$ cat src/rtl/serial_adder_subtractor.sv
// Bit-serial two's-complement adder/subtractor: one full adder, LSB first.
// Latency: done pulses WIDTH clocks after start is accepted; WIDTH+2 clocks between accepted starts.
// Backpressure: start is only sampled in IDLE; start while busy is ignored.
module serial_adder_subtractor #(
    parameter int WIDTH = 6
) (
    input  logic             clk,
    input  logic             reset,
    input  logic             start,
    input  logic [WIDTH-1:0] A,
    input  logic [WIDTH-1:0] B,
    input  logic             S,
    output logic             busy,
    output logic             done,
    output logic [WIDTH-1:0] ANSWER,
    output logic             carry_out,
    output logic             overflow
);

    localparam int CW = (WIDTH > 2) ? $clog2(WIDTH) : 1;
    localparam logic [CW-1:0] LAST_BIT = CW'(WIDTH - 1);

    typedef enum logic [1:0] {
        IDLE  = 2'd0,
        SHIFT = 2'd1,
        DONE  = 2'd2
    } state_t;

    state_t           state;
    state_t           next_state;
    logic [WIDTH-1:0] op_a;
    logic [WIDTH-1:0] op_b;
    logic [WIDTH-1:0] res;
    logic             carry;
    logic [CW-1:0]    cnt;
    logic             last_bit;
    logic             sum_bit;
    logic             carry_nxt;

    // One-bit full adder over the current LSBs plus the running carry
    always_comb begin
        sum_bit   = op_a[0] ^ op_b[0] ^ carry;
        carry_nxt = (op_a[0] & op_b[0]) | (op_a[0] & carry) | (op_b[0] & carry);
        last_bit  = (cnt == LAST_BIT);
    end

    // Next-state logic: IDLE -> SHIFT on start, SHIFT -> DONE after the MSB, DONE lasts one cycle
    always_comb begin
        next_state = state;
        case (state)
            IDLE:    if (start) next_state = SHIFT;
            SHIFT:   if (last_bit) next_state = DONE;
            DONE:    next_state = IDLE;
            default: next_state = IDLE;
        endcase
    end

    // State register; reset aborts any in-flight operation
    always_ff @(posedge clk) begin
        if (reset) state <= IDLE;
        else       state <= next_state;
    end

    // Datapath: operand capture, serial shift, and result/flag update on the final bit
    always_ff @(posedge clk) begin
        if (reset) begin
            op_a      <= '0;
            op_b      <= '0;
            res       <= '0;
            carry     <= 1'b0;
            cnt       <= '0;
            ANSWER    <= '0;
            carry_out <= 1'b0;
            overflow  <= 1'b0;
        end else begin
            case (state)
                IDLE: begin
                    if (start) begin
                        // Subtract as A + ~B + 1: the +1 enters as the initial carry
                        op_a  <= A;
                        op_b  <= S ? ~B : B;
                        carry <= S;
                        cnt   <= '0;
                    end
                end
                SHIFT: begin
                    op_a  <= op_a >> 1;
                    op_b  <= op_b >> 1;
                    res   <= {sum_bit, res[WIDTH-1:1]};
                    carry <= carry_nxt;
                    cnt   <= cnt + CW'(1);
                    if (last_bit) begin
                        // On the MSB bit the carry register holds the carry into the MSB,
                        // so it serves directly as cin_msb for the overflow flag
                        ANSWER    <= {sum_bit, res[WIDTH-1:1]};
                        carry_out <= carry_nxt;
                        overflow  <= carry ^ carry_nxt;
                    end
                end
                default: ;
            endcase
        end
    end

    assign busy = (state != IDLE);
    assign done = (state == DONE);

endmodule

$ cat config.mk
export PLATFORM = sky130hd
export DESIGN_NAME = serial_adder_subtractor
export DESIGN_NICKNAME = d
export VERILOG_FILES = /design/src/rtl/serial_adder_subtractor.sv
export SDC_FILE = /design/constraint.sdc
export NUM_CORES = 1
export LEC_CHECK = 0
export ABC_AREA = 1
export CAP_MARGIN = 30
export CORE_MARGIN = 4
export CORE_UTILIZATION = 30
export CTS_CLUSTER_DIAMETER = 120
export CTS_CLUSTER_SIZE = 16
export DETAILED_ROUTE_END_ITERATION = 8
export DONT_BUFFER_PORTS = 1
export HOLD_SLACK_MARGIN = 0.08
export PLACE_DENSITY_LB_ADDON = 0.05
export SETUP_SLACK_MARGIN = 0.3
export SLEW_MARGIN = 5
export SYNTH_ARGS = -nofsm -noshare
export SYNTH_HDL_FRONTEND = slang
export SYNTH_SLANG_ARGS = --single-unit
$ cat constraint.sdc
create_clock -name clk -period 1.18 [get_ports clk]
set_input_delay 0.236 -clock clk [delete_from_list [all_inputs] [get_ports clk]]
set_output_delay 0.236 -clock clk [all_outputs]
set_load 0.01 [all_outputs]
# Word level (Yosys, flattened, before mapping)
# Index checks and enable logic that the tools add are counted.
# classes
n_addsub	1
n_mul	0
n_div	0
n_lt_le_gt_ge	0
n_eq_ne	5
n_shift	0
n_mux	12
n_bitwise	9
reduce_logical	6
# op_table
cell	count
one-hot mux 6 bit (2 select lines)	2
two-way mux 6 bit	3
NOT 6 bit	1
one-hot mux 3 bit (2 select lines)	1
AND reduction 2 bit	3
two-way mux 2 bit	2
!= test 2 bit (second input constant)	2
one-hot mux 2 bit (2 select lines)	1
nonzero test 2 bit	2
adder 3 x 1 -> 3 bit (second input constant)	1
bitwise AND 1 bit	3
equality test 3 bit (second input constant)	1
two-way mux 3 bit	1
bitwise XOR 1 bit	3
equality test 2 x 1 -> 1 bit (second input constant)	1
equality test 2 bit (second input constant)	1
zero test 2 bit	1
bitwise OR 1 bit	2
one-hot mux 1 bit (2 select lines)	1
two-way mux 1 bit	1
# totals
register_bits	32
latch_bits	0
mem_bits_rw	0
romBits	0
in_bits	16
output_inout_bits	10
word_cells	42
memories	0

# Depth between registers and ports, before layout
# Gate-level depths: netlist (run 1).
# logic_depth
word_depth	4
depth_mapped	8
depth_no_buf	7

# Worst setup path before layout (run 1)
# Ideal clock, no wire load.
# synth_timing
path_type	register to register
start	register op_a[0]
end	register overflow
setup_ns	0.116
t_arrival_ns	1.051
t_required_ns	1.064
setup_slack_ns	0.013
stages_incl_launch_ff	5
path_buffers	0
synth_period_minus_slack_ns	1.167
path_cell_list	dfxtp_1 -> fa_1 -> xor2_1 -> nor2_1 -> nor2_1
# synth_between
elab_chain_len	4
word_cells_on_any_way	5
cone_classes	bitwise (5)
# synth_lines
item	line	source
start: declaration	31	logic [WIDTH-1:0] op_a;
start signal: assignment	87	op_a <= op_a >> 1;
bitwise AND 1 bit	43	carry_nxt = (op_a[0] & op_b[0]) | (op_a[0] & carry) | (op_b[0] & carry);
bitwise OR 1 bit (*) (2 in series)	43	
net carry_nxt	38	logic carry_nxt;
bitwise XOR 1 bit (*)	97	overflow <= carry ^ carry_nxt;
end signal: assignment	97	
end: declaration	17	output logic overflow
# Mark *: on every way through the listed nets, which the timed path passes. The rest lies on a longest branch.
# A chain may end at the register's enable or synchronous reset.

# Final worst setup path (run 1)
# layout_timing
start	register state[1]
end	register ANSWER[4]
# layout_between
elab_chain_len	2
# layout_lines
item	line	source
start: declaration	29	state_t state;
start signal: assignment	61	else state <= next_state;
equality test 2 x 1 -> 1 bit	76	case (state)
AND reduction 2 bit (no source line)	-	
end signal: assignment	95	ANSWER <= {sum_bit, res[WIDTH-1:1]};
end: declaration	15	output logic [WIDTH-1:0] ANSWER,
# No other way between the ends.

==> impl_metrics.csv, run 1 <==
group,metric,value,unit
setup_path,crit_chain,"inv_8, nand2_8, nor2_4, clkinvlp_4, nand2_1, a21oi_1",
floorplanning,start_util,31.8,%
cells_and_area,drive_gt1_share,39.9,%
grt,grt_pass1_wl,6240,um
clocking,cts_tree,"built",
yosys,synthXorXnorAreaFrac,1.23,%
route,drtIter0Drc,17,
sta,fmax,848,MHz
cells_and_area,fill_cells,473,
setup_path,cp_slowest_stage_delay,0.37,ns
floorplanning,rows,24,
setup_path,slowest_stage,"dfxtp_4",
power_and_ir_drop,p_int,0.00197,W
setup_path,end_kind,"flip-flop",
power_and_ir_drop,pwr-share-clk,41.4,%
sta,hold_viol,2,
sta,finalCriticalPeriod,1.18,ns
sta,maxSlewHeadroom,72.8,%
setup_path,cp-start-kind,"flip-flop",
setup_path,crit_arrival,1.36,ns
route,num_vias,1346,
power_and_ir_drop,fin_total_pwr,0.00264,W
cells_and_area,seq_area,646,um^2
power_and_ir_drop,power_density,1290,mW/mm^2
yosys,ys_seq_area_share,43.7,%
setup_path,worst-path-max-fanout,6,
yosys,synth-seq-cells,31,
grt,grt_start_max_net_pins,19,
power_and_ir_drop,switching_share,25.2,%
cells_and_area,area_delta_synth_final,44.4,%
power_and_ir_drop,p_sw,0.000666,W
sta,grt_setup_unrepaired,"yes",
sta,worstMarginPinSlew,0.407,ns
power_and_ir_drop,p_comb_share,15.1,%
yosys,muxShareOfSynthArea,0,%
grt,grt_pass1_vias,1343,
route,ant_nets,0,
cells_and_area,final_cell_mix,"nand2_1 (51), nor2_1 (33), dfxtp_1 (17)",
floorplanning,core_area,0.00447,mm^2
yosys,synth_cell_types,18,
route,drcViolationCount,0,
clocking,root_buffer,"clkbuf_8",
yosys,syn-cell-area,0.00142,mm^2
place,place_hpwl,2570,um
clocking,clkTransAtPathRegs,0.07,ns
grt,gr-total-overflow,0,
route,drtPass1Iterations,4,
power_and_ir_drop,ir_worst_vdd,0.714,mV
sta,finClkSkew,0.00550,ns
floorplanning,die_height,76.8,um
clocking,clock_path_buffers,2,
floorplanning,die_area,0.00590,mm^2
yosys,syn_area_per_cell,6.74,um^2
run,drv_cap,0,
setup_path,path_class,"flip-flop to flip-flop",
clocking,cts_buffers,5,
cells_and_area,diodes,0,
yosys,yosys.area_share.simple,36.4,%
yosys,synth_top_family_by_area,"simple AND/OR/NAND/NOR gates",
power_and_ir_drop,seq_power_share,43.5,%
route,wl_per_cell,13.3,um
sta,final.period_utilization,99.9,%
sta,holdWs,-0.00392,ns
clocking,clock_sinks,31,
clocking,cts_max_level,2,
place,place_congestion,0.772,
sta,setup_viol_count_final,0,
floorplanning,die_w,76.8,um
cells_and_area,multi_input_area,892,um^2
yosys,synthesis.nets,230,
run_status,status,"complete, but fails checks",
hold_path,hp-class,"input port to flip-flop",
floorplanning,io_pins,26,
grt,antenna_found_initial,0,
yosys,yosys_warnings,0,
route,routed_wl,3800,um
cells_and_area,fin_nets,251,
run_status,violations,"hold timing",
grt,grt_util_all_layers,13.5,%
yosys,netlist_instances,211,
cells_and_area,final_common_cell,"nand2_1",
place,port_buffers,0,
yosys,synth-compound-area-share,6.69,%
route,viasPerCell,4.72,
cells_and_area,final_area,0.00205,mm^2
sta,slew_viol_final,0,
yosys,synth_adder_area_share,3.17,%
place,placed_cell_area,0.00157,mm^2
power_and_ir_drop,leakagePower,0.928,nW
setup_path,worst_ep_required_time,1.36,ns
clocking,insertion_delay,0.28,ns
## per-layer routing
metal | up-vias | part of all wire [%] | track usage, %
met3 | 7 | 4.2 | 4.45
met5 | - | 0 | 0
met2 | 23 | 50 | 23.3
met4 | 0 | 1.2 | 6.34
met1 | 622 | 44 | 15.0
li1 | 694 | - | -
## layout make-up
cell class	count	area share, %
multi-input combinational	150	43.5
sequential	31	31.5
clock inverter	2	1.71
timing repair buffer	22	11.1
timing repair inverter	1	0.366
inverter	21	4.70
tap	52	3.17
clock buffer	6	4.02
## power by group through the flow
| stage | combinational (W) | sequential (W) | clock, W |
|---|---|---|---|
| 2_1_floorplan | 0.000228 | 0.00115 | 0 |
| 3_3_place_gp | 0.000274 | 0.00116 | 0 |
| 3_5_place_dp | 0.000277 | 0.00116 | 0 |
| 4_1_cts | 0.000303 | 0.00114 | 0.00112 |
| 5_1_grt | 0.000447 | 0.00115 | 0.00118 |
| 6_report | 0.000399 | 0.00115 | 0.00109 |
## path summary, 6_finish.rpt
path	startpoint	end	slack, ns	cells after the start
max reg2reg	state[1]$_SDFFE_PP0P_	ANSWER[4]$_SDFFE_PP0P_	0.0006	6
min reg2reg	res[1]$_SDFFE_PP0P_	ANSWER[0]$_SDFFE_PP0P_	0.46	2
max	state[1]$_SDFFE_PP0P_	ANSWER[4]$_SDFFE_PP0P_	0.0006	6
min	reset	state[0]$_SDFFE_PP0P_	-0.004	1
## synth_stat cells
cell type / number / area share [%]
nand2_1: 62 / 16
nor2_1: 39 / 10
dfxtp_1: 31 / 44
nand3_1: 22 / 7.7
inv_1: 18 / 4.8
a21oi_1: 11 / 3.9
buf_2: 7 / 2.5
o21ai_0: 7 / 2.5
inv_2: 3 / 0.79
ha_1: 2 / 1.8
xor2_1: 2 / 1.2
buf_1: 1 / 0.26
buf_4: 1 / 0.53
fa_1: 1 / 1.4
nand2_4: 1 / 0.79
nor2_2: 1 / 0.44
nor2_4: 1 / 0.79
o21ai_1: 1 / 0.35
## cell families after synthesis
group / Yosys count
DFF: 31
buffers and inverters: 30
AOI/OAI and AO/OA: 19
xor gates and xnor gates: 2
and+or+nand+nor: 126
adders and majority gates: 3
## registers in the layout (all words and copies together) (netlist names)
name	cells
ANSWER	6
res	5
carry	1
carry_out	1
cnt	3
op_a	6
overflow	1
op_b	6
state	2
## through the flow
step	instances	hold WS, ns	worst slack (ns)	setup TNS, ns	util (%)
3_3_place_gp	267	0.302	0.0494	0	35.1
2_1_floorplan	211	0.379	0.0873	0	-
6_report	285	-0.00392	0.000638	0	45.9
3_5_place_dp	267	0.303	0.0187	0	35.1
5_1_grt	285	-0.0213	-0.0839	-0.521	45.9
4_1_cts	280	-0.00474	0.00871	0	39.9
## what timing repair did
item                                   4_1_cts  5_1_grt
gates cloned                                 1        1
setup buffers                                4        4
pin swaps                                    3       11
resized for setup                           25       54
endpoints found under the hold margin       17       17
setup endpoints to repair                   41       41
## critical path: cells and delay by family, from the launching register on
| family | cells | cell delay (ns) |
|---|---|---|
| buffers and inverters | 2 | 0.26 |
| DFF | 1 | 0.37 |
| and+or+nand+nor | 3 | 0.39 |
| AOI/OAI and AO/OA | 1 | 0.05 |
No activity file was read; power rests on OpenSTA's default activity.
==> run 2: changes to the inputs <==
- CORE_ASPECT_RATIO: not set -> 1.5
- SLEW_MARGIN: 5 -> not set
==> run 2 against run 1 <==
Effect of this change:
- the run now ends clean
- via count down 1.6%
- count of clock-buffer cells in the layout down 1
- sequential share of layout area up 1.5 points
- critical endpoint is now busy
==> impl_metrics.csv, run 2 (synthesis gave the netlist of run 1 again) <==
group,metric,value,unit
run_status,status,"completed",
setup_path,worst-path-max-fanout,4,
route,drcViolationCount,0,
cells_and_area,final_common_cell,"nand2_1",
clocking,cts_buffers,5,
power_and_ir_drop,ir_worst_vdd,0.529,mV
grt,grt_pass1_vias,1300,
clocking,clkTransAtPathRegs,0.07,ns
route,routed_wl,3640,um
sta,maxSlewHeadroom,60.6,%
place,numPlacedInstances,278,
power_and_ir_drop,switching_share,27.8,%
route,ant_nets,0,
sta,setup_viol_count_final,0,
clocking,clock_path_buffers,2,
place,placed_cell_area,0.00159,mm^2
clocking,insertion_delay,0.28,ns
power_and_ir_drop,leakagePower,0.896,nW
sta,final.period_utilization,98.6,%
cells_and_area,final_cell_mix,"nand2_1 (43), nor2_1 (31), nand3_1 (21)",
grt,gr-total-overflow,0,
cells_and_area,reg_top3,"ANSWER (6), op_a (6), op_b (6)",
route,num_vias,1325,
place,place_hpwl,2520,um
setup_path,end_kind,"output pin",
sta,finalCriticalPeriod,1.16,ns
setup_path,path_delay_family,"flip-flops",
cells_and_area,area_delta_synth_final,37.3,%
floorplanning,die_height,92.3,um
run,drv_cap,0,
place,place_congestion,0.706,
power_and_ir_drop,seq_power_share,49.7,%
sta,holdWs,0.00418,ns
route,viasPerCell,4.51,
hold_path,hp-class,"input port to flip-flop",
cells_and_area,final_util,43.0,%
power_and_ir_drop,power_density,1180,mW/mm^2
setup_path,cp-start-kind,"flip-flop",
place,port_buffers,0,
place,dp_worst_setup_slack,0.0435,ns
route,drtPass1Iterations,2,
setup_path,worst_ep_required_time,0.94,ns
grt,grt_pass1_wl,6090,um
floorplanning,core_area,0.00454,mm^2
floorplanning,start_util,31.3,%
grt,grt_util_all_layers,13.3,%
sta,slew_viol_final,0,
grt,grt_start_max_net_pins,19,
floorplanning,rows,30,
clocking,root_buffer,"clkbuf_8",
cells_and_area,final_area,0.00195,mm^2
setup_path,cp_slowest_stage_delay,0.36,ns
clocking,cts_max_level,2,
clocking,cts_tree,"built",
route,drtIter0Drc,23,
setup_path,path_class,"flip-flop to output pin",
cells_and_area,fin_nets,248,
setup_path,critPathBufInv,2,
cells_and_area,diodes,0,
setup_path,crit_arrival,0.93,ns
setup_path,crit_chain,"clkinv_4, nand2_4, buf_6",
floorplanning,die_w,64.2,um
power_and_ir_drop,p_sw,0.000643,W
power_and_ir_drop,pwr-share-clk,34.7,%
floorplanning,io_pins,26,
clocking,clock_sinks,31,
cells_and_area,drive_gt1_share,38.7,%
power_and_ir_drop,p_int,0.00167,W
grt,antenna_found_initial,0,
route,wl_per_cell,12.4,um
sta,hold_viol,0,
sta,setup_slack,0.0167,ns
sta,finClkSkew,0.00274,ns
power_and_ir_drop,p_comb_share,15.6,%
floorplanning,die_area,0.00593,mm^2
cells_and_area,stdcell_count,294,
sta,worstMarginPinSlew,0.591,ns
sta,fmax,860,MHz
sta,grt_setup_unrepaired,"yes",
setup_path,slowest_stage,"dfxtp_2",
==> run 2: cell types whose count changed in the layout (fill, tap and decap cells not counted), moves of 7 or more <==
cell	delta
nand3_1	+11
nand3_2	-10
nand2_1	-8
nand2_2	+7
==> run 2: layout make-up <==
type / count / area (um^2)
clock inverter: 3 / 15.0
multi-input combinational: 150 / 860
inverter: 21 / 91.3
timing repair buffer: 20 / 193
tap: 64 / 80.1
fill: 479 / 2590
sequential: 31 / 644
clock buffer: 5 / 68.8
==> run 2: path summary, 6_finish.rpt <==
kind | end | depth (start not counted) | start | slack [ns]
setup / recovery | busy | 3 | state[1]$_SDFFE_PP0P_ | 0.02
hold / removal | ANSWER[4]$_SDFFE_PP0P_ | 1 | reset | 0.004
setup reg to reg | ANSWER[5]$_SDFFE_PP0P_ | 3 | op_b[0]$_SDFFE_PP0P_ | 0.03
hold reg to reg | ANSWER[4]$_SDFFE_PP0P_ | 2 | res[5]$_SDFFE_PP0P_ | 0.47
==> run 2: worst reg2reg max path, cell delays in order (launching register included) <==
cell	delay (ns)
dfxtp_2	0.33
fa_2	0.58
nand2_2	0.06
a21oi_2	0.12
==> run 2: per-stage QoR <==
stage | TNS (ns) | power [W]
6_report | 0 | 0.00231
5_1_grt | -0.215 | 0.00245
4_1_cts | 0 | 0.00229
3_5_place_dp | 0 | 0.00144
3_3_place_gp | 0 | 0.00144
2_1_floorplan | 0 | 0.00138
==> run 2: metal layers <==
layer  vias to the layer above  wire, um  GRT usage (%)
met5                         -         0              0
met4                         0        44           4.23
met3                         4       152           4.73
met2                        20      2030           24.1
met1                       613      1400           14.1
li1                        688         -              -
==> run 2: power by group through the flow <==
stage	clock network, W	logic, W	registers [W]
3_3_place_gp	0	0.000276	0.00116
2_1_floorplan	0	0.000228	0.00115
4_1_cts	0.000842	0.000313	0.00114
5_1_grt	0.000889	0.000407	0.00115
6_report	0.000803	0.000360	0.00115
3_5_place_dp	0	0.000281	0.00116
==> run 2: timing repair <==
action	CTS	global route
resized for setup	27	45
pin swaps	3	10
setup buffers	6	2
endpoints found under the hold margin	17	17
setup endpoints to repair	41	41
